===== config.mk =====
export PLATFORM = sky130hd
export DESIGN_NAME = if_fetch_unit_flat
export DESIGN_NICKNAME = d
export VERILOG_FILES = /design/src/rtl/if_fetch_unit_if.sv /design/src/rtl/if_fetch_unit.sv /design/src/flat_wrapper.sv
export SDC_FILE = /design/constraint.sdc
export NUM_CORES = 1
export LEC_CHECK = 0
export CAP_MARGIN = 20
export CORE_ASPECT_RATIO = 1.1
export CORE_MARGIN = 1
export CORE_UTILIZATION = 35
export CTS_CLUSTER_DIAMETER = 120
export DETAILED_ROUTE_END_ITERATION = 12
export GPL_ROUTABILITY_DRIVEN = 1
export GPL_TIMING_DRIVEN = 0
export SYNTH_ARGS = -nofsm -noshare
export SYNTH_HDL_FRONTEND = slang
export SYNTH_SLANG_ARGS = --single-unit
export TNS_END_PERCENT = 5

===== constraint.sdc =====
create_clock -name clk -period 2.66 [get_ports clk]
set_clock_uncertainty 0.2 [all_clocks]
set_input_delay 0.266 -clock clk [delete_from_list [all_inputs] [get_ports clk]]
set_output_delay 0.266 -clock clk [all_outputs]
set_load 0.02 [all_outputs]

===== src/rtl/if_fetch_unit_if.sv =====
// Instruction-memory request/response bus between the fetch unit and memory.
// One request in flight; the response returns on a later cycle with im_rvalid.
interface if_fetch_unit_if #(
  parameter int unsigned DATA_SIZE = 32
);
  logic                 im_req;
  logic [DATA_SIZE-1:0] im_addr;
  logic                 im_gnt;
  logic                 im_rvalid;
  logic [DATA_SIZE-1:0] im_rdata;

  modport master (
    output im_req,
    output im_addr,
    input  im_gnt,
    input  im_rvalid,
    input  im_rdata
  );

  modport slave (
    input  im_req,
    input  im_addr,
    output im_gnt,
    output im_rvalid,
    output im_rdata
  );
endinterface


===== src/rtl/if_fetch_unit.sv =====
// Instruction fetch stage: PC register, single-outstanding memory fetch FSM,
// one-entry skid buffer for decode back-pressure, and the IF/ID register.
module if_fetch_unit #(
  parameter int unsigned          DATA_SIZE = 32,
  parameter logic [DATA_SIZE-1:0] RESET_PC  = 32'h0000_0000
) (
  input  logic                 clk,
  input  logic                 rst,
  input  logic [DATA_SIZE-1:0] pc_data,
  input  logic                 flush,
  input  logic                 id_stall,
  output logic [DATA_SIZE-1:0] pc,
  output logic [DATA_SIZE-1:0] next_pc,
  output logic                 fetch_stall,
  output logic                 if_valid,
  output logic [DATA_SIZE-1:0] if_instr,
  output logic [DATA_SIZE-1:0] if_pc,
  if_fetch_unit_if.master      im
);

  typedef enum logic [2:0] {
    IDLE,
    REQ,
    WAIT,
    HOLD,
    DRAIN
  } state_e;

  state_e               state_q, state_d;
  logic [DATA_SIZE-1:0] pc_q;
  logic                 if_valid_q, if_valid_d;
  logic [DATA_SIZE-1:0] if_instr_q, if_instr_d;
  logic [DATA_SIZE-1:0] if_pc_q, if_pc_d;
  logic [DATA_SIZE-1:0] skid_instr_q, skid_instr_d;
  logic [DATA_SIZE-1:0] skid_pc_q, skid_pc_d;
  logic                 deliver;

  always_comb begin
    state_d      = state_q;
    if_valid_d   = id_stall ? if_valid_q : 1'b0;
    if_instr_d   = if_instr_q;
    if_pc_d      = if_pc_q;
    skid_instr_d = skid_instr_q;
    skid_pc_d    = skid_pc_q;
    deliver      = 1'b0;

    if (flush) begin
      // A granted or pending request must still be drained so that only one
      // response is ever outstanding; a response arriving now is simply dropped.
      if_valid_d   = 1'b0;
      skid_instr_d = '0;
      skid_pc_d    = '0;
      unique case (state_q)
        REQ:     state_d = im.im_gnt    ? DRAIN : REQ;
        WAIT:    state_d = im.im_rvalid ? REQ   : DRAIN;
        DRAIN:   state_d = im.im_rvalid ? REQ   : DRAIN;
        default: state_d = REQ;
      endcase
    end else begin
      unique case (state_q)
        IDLE: state_d = REQ;
        REQ: begin
          if (im.im_gnt) state_d = WAIT;
        end
        WAIT: begin
          if (im.im_rvalid) begin
            if (!id_stall) begin
              deliver    = 1'b1;
              if_valid_d = 1'b1;
              if_instr_d = im.im_rdata;
              if_pc_d    = pc_q;
              state_d    = REQ;
            end else begin
              skid_instr_d = im.im_rdata;
              skid_pc_d    = pc_q;
              state_d      = HOLD;
            end
          end
        end
        HOLD: begin
          if (!id_stall) begin
            deliver    = 1'b1;
            if_valid_d = 1'b1;
            if_instr_d = skid_instr_q;
            if_pc_d    = skid_pc_q;
            state_d    = REQ;
          end
        end
        DRAIN: begin
          if (im.im_rvalid) state_d = REQ;
        end
        default: state_d = IDLE;
      endcase
    end
  end

  always_ff @(posedge clk) begin
    if (rst) begin
      state_q      <= IDLE;
      pc_q         <= RESET_PC;
      if_valid_q   <= 1'b0;
      if_instr_q   <= '0;
      if_pc_q      <= '0;
      skid_instr_q <= '0;
      skid_pc_q    <= '0;
    end else begin
      state_q      <= state_d;
      pc_q         <= pc_data;
      if_valid_q   <= if_valid_d;
      if_instr_q   <= if_instr_d;
      if_pc_q      <= if_pc_d;
      skid_instr_q <= skid_instr_d;
      skid_pc_q    <= skid_pc_d;
    end
  end

  assign pc          = pc_q;
  assign next_pc     = pc_q + DATA_SIZE'(4);
  assign fetch_stall = !(flush || (deliver && !rst));
  assign if_valid    = if_valid_q;
  assign if_instr    = if_instr_q;
  assign if_pc       = if_pc_q;
  assign im.im_req   = (state_q == REQ) && !rst;
  assign im.im_addr  = pc_q;

endmodule


===== src/flat_wrapper.sv =====
// flat-port wrapper written by rule: the top's interface ports become plain ports
module if_fetch_unit_flat 
#(
  parameter int unsigned          DATA_SIZE = 32,
  parameter logic [DATA_SIZE-1:0] RESET_PC  = 32'h0000_0000
)
  (clk, rst, pc_data, flush, id_stall, pc, next_pc, fetch_stall, if_valid, if_instr, if_pc, im_im_req, im_im_addr, im_im_gnt, im_im_rvalid, im_im_rdata);
  if_fetch_unit_if #(.DATA_SIZE(DATA_SIZE)) im_i ();
  input  logic clk;
  input  logic rst;
  input  logic [DATA_SIZE-1:0] pc_data;
  input  logic flush;
  input  logic id_stall;
  output logic [DATA_SIZE-1:0] pc;
  output logic [DATA_SIZE-1:0] next_pc;
  output logic fetch_stall;
  output logic if_valid;
  output logic [DATA_SIZE-1:0] if_instr;
  output logic [DATA_SIZE-1:0] if_pc;
  output wire logic [$bits(im_i.im_req)-1:0] im_im_req;
  output wire logic [$bits(im_i.im_addr)-1:0] im_im_addr;
  input wire logic [$bits(im_i.im_gnt)-1:0] im_im_gnt;
  input wire logic [$bits(im_i.im_rvalid)-1:0] im_im_rvalid;
  input wire logic [$bits(im_i.im_rdata)-1:0] im_im_rdata;
  assign im_im_req = im_i.im_req;
  assign im_im_addr = im_i.im_addr;
  assign im_i.im_gnt = im_im_gnt;
  assign im_i.im_rvalid = im_im_rvalid;
  assign im_i.im_rdata = im_im_rdata;
  if_fetch_unit #(.DATA_SIZE(DATA_SIZE), .RESET_PC(RESET_PC)) u_core (.clk(clk), .rst(rst), .pc_data(pc_data), .flush(flush), .id_stall(id_stall), .pc(pc), .next_pc(next_pc), .fetch_stall(fetch_stall), .if_valid(if_valid), .if_instr(if_instr), .if_pc(if_pc), .im(im_i));
endmodule

==> flow_summary.json, run 1 <==
{
  "outcome": "finished, violations left",
  "violations": "negative setup slack",
  "ys_types": 38,
  "final_cell_mix": "clkdlybuf4s50_1, dfxtp_1, nand2_1",
  "synth_seq_area_share_pct": 47.8,
  "die_area_sq_um": 20200,
  "hold_viol": 0,
  "fillers": 1875,
  "min_path_type": "in2reg",
  "cts_tree": "done",
  "grt_use_met1_pct": 25.3,
  "grt_overflow": 0,
  "yosys_warnings": 0,
  "dp_slack_ns": -0.539,
  "period_share_pct": 106,
  "grt_max_degree": 20,
  "grt_pass1_wl_um": 31200,
  "instances_no_fill": 1292,
  "synth-seq-cells": 164,
  "vias": 6133,
  "regToRegStartpoint": "u_core.state_q[1]$_SDFFE_PP0P_",
  "cts.hold.buffers_added": 0,
  "layout_commonest_cell": "clkdlybuf4s50_1",
  "slew_violations": 0,
  "drt_pass1_iterations": 5,
  "swShare_pct": 23.9,
  "clock_latency_ns": 0.43,
  "layout_setup_ws_ns": -0.172,
  "critPathLaunch": "u_core.im.im_addr[6]$_SDFF_PP0_",
  "power.leakage_nw": 3.66,
  "htreeDepth": 4,
  "avgSynthCellArea_sq_um": 8.78,
  "switchingPower_mw": 1.42,
  "num_antenna_cells": 0,
  "fin_nets": 1104,
  "crit_type": "reg2out",
  "rows": 53,
  "cts_buffers": 17,
  "cp_max_fo": 7,
  "vdd_ir_drop_max_uv": 461,
  "drv_cap": 0,
  "drtIter0Drc": 288,
  "r2r_cells": 5,
  "area_growth_pct": 49.4,
  "hp-start": "pc_data[14]",
  "netlist_instances": 782,
  "pwr-share-comb_pct": 12.0,
  "drive_gt1_share_pct": 13.2,
  "critPathCaptureType": "primary output",
  "hold_slack_ns": 0.178,
  "wl_per_cell_um": 15.5,
  "critPathArrivalTime_ns": 2.37,
  "ant_nets": 0,
  "synthFlopType": "dfxtp_1",
  "synth_edf_count": 0,
  "dp_hpwl_um": 14600,
  "die_h_um": 149,
  "worstReg2RegEnd": "u_core.if_pc[25]$_SDFFE_PP0P_",
  "regToRegSetupSlack_ns": 0.31,
  "final_area_sq_um": 10300,
  "cts_root_buf": "clkbuf_16",
  "grt_usage_pct": 20.1,
  "drc": 0,
  "internal_power_mw": 4.51,
  "use_met2_pct": 32.9,
  "antenna_found_initial": 0,
  "ios": 233,
  "first_global_vias": 5826,
  "die-width_um": 136,
  "place_area_sq_um": 9500,
  "setup_viol_count_final": 2,
  "multi_input_area_sq_um": 3180,
  "vias_per_cell": 4.75,
  "netlist_area_sq_um": 6870,
  "gp_congestion": 0.768,
  "worst_setup_path_start_kind": "flip-flop",
  "fin_tns_setup_ns": -0.204,
  "critPathRequiredTime_ns": 2.19,
  "rsz0062_at_grt": "true",
  "slew_headroom_pct": 42.4,
  "synth_nets": 853,
  "seqCellArea_sq_um": 3310,
  "grt.busiest_layer": "met2",
  "min_period_ns": 2.83,
  "clk_pin_slew_ns": 0.06,
  "seq_power_share_pct": 43.2,
  "tightest_slew_ns": 0.859,
  "async_reset_ff_share_pct": 0,
  "cts_buffer_depth": 2,
  "clockPowerShare_pct": 44.7,
  "hold_depth": 2,
  "whs_endpoint": "u_core.im.im_addr[14]$_SDFF_PP0_",
  "fmax_ghz": 0.353,
  "port_buffers": 232,
  "core_sq_um": 19200,
  "placed_cells": 1261,
  "start_util_pct": 35.8,
  "powerDensity_nw_per_um2": 579,
  "met3_usage_pct": 5.33,
  "clock_sinks": 164,
  "postRouteWirelength_um": 20100
}
metal layers:
layer / share of wire, % / vias to the layer above
li1: - / 3129
met1: 45 / 2821
met2: 48 / 160
met3: 5.5 / 23
met4: 2.1 / 0
met5: 0 / -
stage by stage:
stage	power, mW	util, %
detailed placement	3.35	49.6
finish	5.94	53.5
floorplan	2.98	-
global route	6.16	53.5
CTS	6.00	53.3
global placement	3.35	49.6
layout make-up:
cell class,count,share of cell area [%]
Tap cell,247,3.01
Clock inverter,11,1.70
Buffer,87,4.72
Multi-Input combinational cell,520,31.0
Sequential cell,164,32.3
Inverter,5,0.183
Clock buffer,20,4.55
Timing Repair Buffer,238,22.5
repair_timing:
item,in CTS,in global routing
pin swaps,3,2
setup endpoints to repair,28,31
setup buffers,4,2
endpoints found under the hold margin,0,0
gates resized for setup,97,34
cell families (layout without fill, tap and decap cells):
family | after synthesis | in the layout | share of synthesized area [%]
buffers and inverters | 98 | 361 | 7.34
multiplexers | 64 | 64 | 9.33
flip-flops | 164 | 164 | 47.8
XOR/XNOR | 28 | 28 | 3.68
AO/OA/AOI/OAI | 136 | 136 | 12.3
AND/OR/NAND/NOR | 291 | 291 | 19.3
adder cells (fa/ha/maj) | 1 | 1 | 0.182
how the worst max path moves through the flow:
stage / end / cells past startpoint
6_report: next_pc[30] / 6
5_1_grt: next_pc[30] / 6
4_1_cts: next_pc[30] / 6
3_5_place_dp: fetch_stall / 6
3_3_place_gp: fetch_stall / 6
2_1_floorplan: next_pc[30] / 5
power by group through the flow:
stage	Sequential, mW	Combinational [mW]	Clock [mW]
after global placement	2.61	0.735	0
after floorplan	2.64	0.338	0
after detailed placement	2.61	0.735	0
after CTS	2.57	0.723	2.71
after global routing	2.58	0.761	2.82
final	2.57	0.714	2.65
Yosys cell counts (2+ instances only):
cell type / number / share of area (%)
a211oi_1: 64 / 7.0
a21oi_1: 67 / 4.9
and3_1: 3 / 0.27
and4_1: 3 / 0.38
buf_1: 2 / 0.11
buf_2: 7 / 0.51
buf_4: 34 / 3.7
clkbuf_1: 50 / 2.7
dfxtp_1: 164 / 48
inv_1: 5 / 0.27
mux2i_1: 64 / 9.3
nand2_1: 136 / 7.4
nand2b_1: 2 / 0.18
nand3_1: 10 / 0.73
nand3b_1: 2 / 0.22
nand4_1: 8 / 0.73
nor2_1: 71 / 3.9
nor2b_1: 33 / 3.0
nor3_1: 6 / 0.44
nor4_1: 6 / 0.55
o21ai_0: 3 / 0.22
xnor2_1: 19 / 2.4
xor2_1: 8 / 1.0
worst max-delay path: stages (launching register included):
cell and delay, ns:
dfxtp_2 0.33, buf_6 0.13, nand4_4 0.10, or4_4 0.55, or4b_4 0.51, xnor2_2 0.14
buf_4 0.17
registers in the layout, indices dropped and copies added (netlist names):
signal	flops
u_core.if_valid	1
u_core.if_instr	32
u_core.if_pc	32
u_core.skid_pc_q	32
u_core.state_q	3
u_core.skid_instr_q	32
u_core.im.im_addr	32
No activity file was read; power rests on OpenSTA's default activity.
==> inputs of run 2 (changes only) <==
--- a/config.mk
+++ b/config.mk
@@ -5,9 +5,7 @@
 export SDC_FILE = /design/constraint.sdc
 export NUM_CORES = 1
 export LEC_CHECK = 0
-export CAP_MARGIN = 20
 export CORE_ASPECT_RATIO = 1.1
-export CORE_MARGIN = 1
 export CORE_UTILIZATION = 35
 export CTS_CLUSTER_DIAMETER = 120
 export DETAILED_ROUTE_END_ITERATION = 12
==> constraint.sdc (replaced) <==
create_clock -name clk -period 2.66 [get_ports clk]
set_clock_uncertainty 0.2 [all_clocks]
set_input_delay 0.266 -clock clk [delete_from_list [all_inputs] [get_ports clk]]
set_output_delay 0.266 -clock clk [all_outputs]
set_load 0.01 [all_outputs]
==> flow_summary.json, run 2 (synthesis gave the netlist of run 1 again) <==
{
  "wl_per_cell_um": 15.6,
  "slew_headroom_pct": 42.5,
  "grt_overflow": 0,
  "met3_usage_pct": 5.33,
  "period_share_pct": 107,
  "use_met2_pct": 33.2,
  "regToRegStartpoint": "u_core.state_q[1]$_SDFFE_PP0P_",
  "worst_setup_path_start_kind": "flip-flop",
  "core_sq_um": 19200,
  "clk_pin_slew_ns": 0.06,
  "num_antenna_cells": 0,
  "cp_max_fo": 3,
  "ios": 233,
  "drt_pass1_iterations": 5,
  "r2r_cells": 5,
  "grt.busiest_layer": "met2",
  "crit_type": "reg2out",
  "htreeDepth": 4,
  "grt_max_degree": 20,
  "vias": 6161,
  "drive_gt1_share_pct": 12.4,
  "die_h_um": 149,
  "setup_viol_count_final": 6,
  "final_area_sq_um": 10400,
  "vdd_ir_drop_max_uv": 459,
  "whs_endpoint": "u_core.im.im_addr[14]$_SDFF_PP0_",
  "dp_hpwl_um": 14600,
  "critPathArrivalTime_ns": 2.38,
  "drc": 0,
  "cts_buffer_depth": 2,
  "critPathCaptureType": "primary output",
  "hold_viol": 0,
  "rsz0062_at_grt": "true",
  "min_period_ns": 2.85,
  "drv_cap": 0,
  "regToRegSetupSlack_ns": 0.28,
  "outcome": "finished, violations left",
  "port_buffers": 232,
  "drtIter0Drc": 308,
  "vias_per_cell": 4.76,
  "hp-start": "pc_data[14]",
  "start_util_pct": 35.8,
  "dp_slack_ns": -0.471,
  "die-width_um": 136,
  "cts_buffers": 17,
  "die_area_sq_um": 20200,
  "powerDensity_nw_per_um2": 566,
  "antenna_found_initial": 0,
  "gp_congestion": 0.768,
  "place_area_sq_um": 9500,
  "final_core_util_pct": 54.2,
  "layout_commonest_cell": "clkdlybuf4s50_1",
  "worstReg2RegEnd": "u_core.if_pc[25]$_SDFFE_PP0P_",
  "clock_sinks": 164,
  "critPathRequiredTime_ns": 2.19,
  "hold_depth": 2,
  "layout_setup_ws_ns": -0.190,
  "grt_usage_pct": 20.2,
  "first_global_vias": 5845,
  "fmax_ghz": 0.351,
  "cts.hold.buffers_added": 0,
  "tightest_slew_ns": 0.858,
  "cts_tree": "done",
  "grt_pass1_wl_um": 31300,
  "cts_root_buf": "clkbuf_16",
  "fin_nets": 1107,
  "ant_nets": 0,
  "postRouteWirelength_um": 20200,
  "power.leakage_nw": 3.74,
  "clock_latency_ns": 0.43,
  "grt_use_met1_pct": 25.3,
  "slew_violations": 0,
  "violations": "negative setup slack",
  "rows": 53,
  "final_cell_mix": "clkdlybuf4s50_1, dfxtp_1, nand2_1",
  "min_path_type": "in2reg",
  "area_growth_pct": 51.2
}
-- run 2: cell count changes in the layout (fill, tap and decap cells not counted), sizes merged --
cell	change
clkdlybuf4s15	+4
clkbuf	-4
dlymetal6s2s	+3
clkdlybuf4s50	+7
buf	-4
dlygate4sd2	-3
-- run 2: timing repair --
item                                    in CTS  in global routing
gates resized for setup                     78                 29
buffers inserted                             7                  0
endpoints found under the setup margin      28                 43
pin swaps                                    3                  4
hold endpoints to repair                     0                  0
-- run 2: how the worst max path moves through the flow --
stage	to	from	depth (start not counted)
2_1_floorplan	next_pc[30]	u_core.im.im_addr[16]$_SDFF_PP0_	5
3_3_place_gp	fetch_stall	rst	6
3_5_place_dp	fetch_stall	rst	6
4_1_cts	next_pc[16]	u_core.im.im_addr[6]$_SDFF_PP0_	7
5_1_grt	next_pc[23]	u_core.im.im_addr[17]$_SDFF_PP0_	7
6_report	next_pc[30]	u_core.im.im_addr[6]$_SDFF_PP0_	6
-- run 2: area by class of cell --
class / count / area [sq um]
Clock buffer: 20 / 467
Fill cell: 1849 / 8780
Clock inverter: 11 / 174
Tap cell: 247 / 309
Sequential cell: 164 / 3330
Timing Repair Buffer: 239 / 2370
Buffer: 89 / 497
Multi-Input combinational cell: 520 / 3220
Inverter: 5 / 18.8
-- run 2: per-stage QoR --
| stage | power, mW | hold WS (ns) | setup TNS [ns] | std cells |
|---|---|---|---|---|
| finish | 5.88 | 0.178 | -0.853 | 1295 |
| global route | 6.09 | 0.172 | -1.95 | 1295 |
| CTS | 5.94 | 0.164 | -2.25 | 1295 |
| detailed placement | 3.28 | 0.248 | -5.53 | 1261 |
| global placement | 3.28 | 0.241 | -4.61 | 1261 |
| floorplan | 2.91 | 0.194 | 0 | 782 |
-- run 2: worst max-delay path, stage by stage, from the launching register on --
cell and delay, ns:
dfxtp_2 0.35, buf_6 0.11, nand4_4 0.10, or4_4 0.60, or4b_4 0.51, xnor2_2 0.14
buf_2 0.15
-- run 2: per-layer routing --
layer / wire, um / share of wire (%)
met2: 9630 / 48
met5: 0 / 0
met4: 430 / 2.1
met3: 1210 / 6.0
met1: 8910 / 44
-- run 2: power breakdown --
| group | leakage [nW] | switching, mW | total [mW] | internal, mW |
|---|---|---|---|---|
| clock | 0.317 | 1.01 | 2.66 | 1.65 |
| sequential | 1.34 | 0.0686 | 2.56 | 2.49 |
| combinational | 2.08 | 0.279 | 0.655 | 0.376 |
| total | 3.74 | 1.36 | 5.88 | 4.52 |
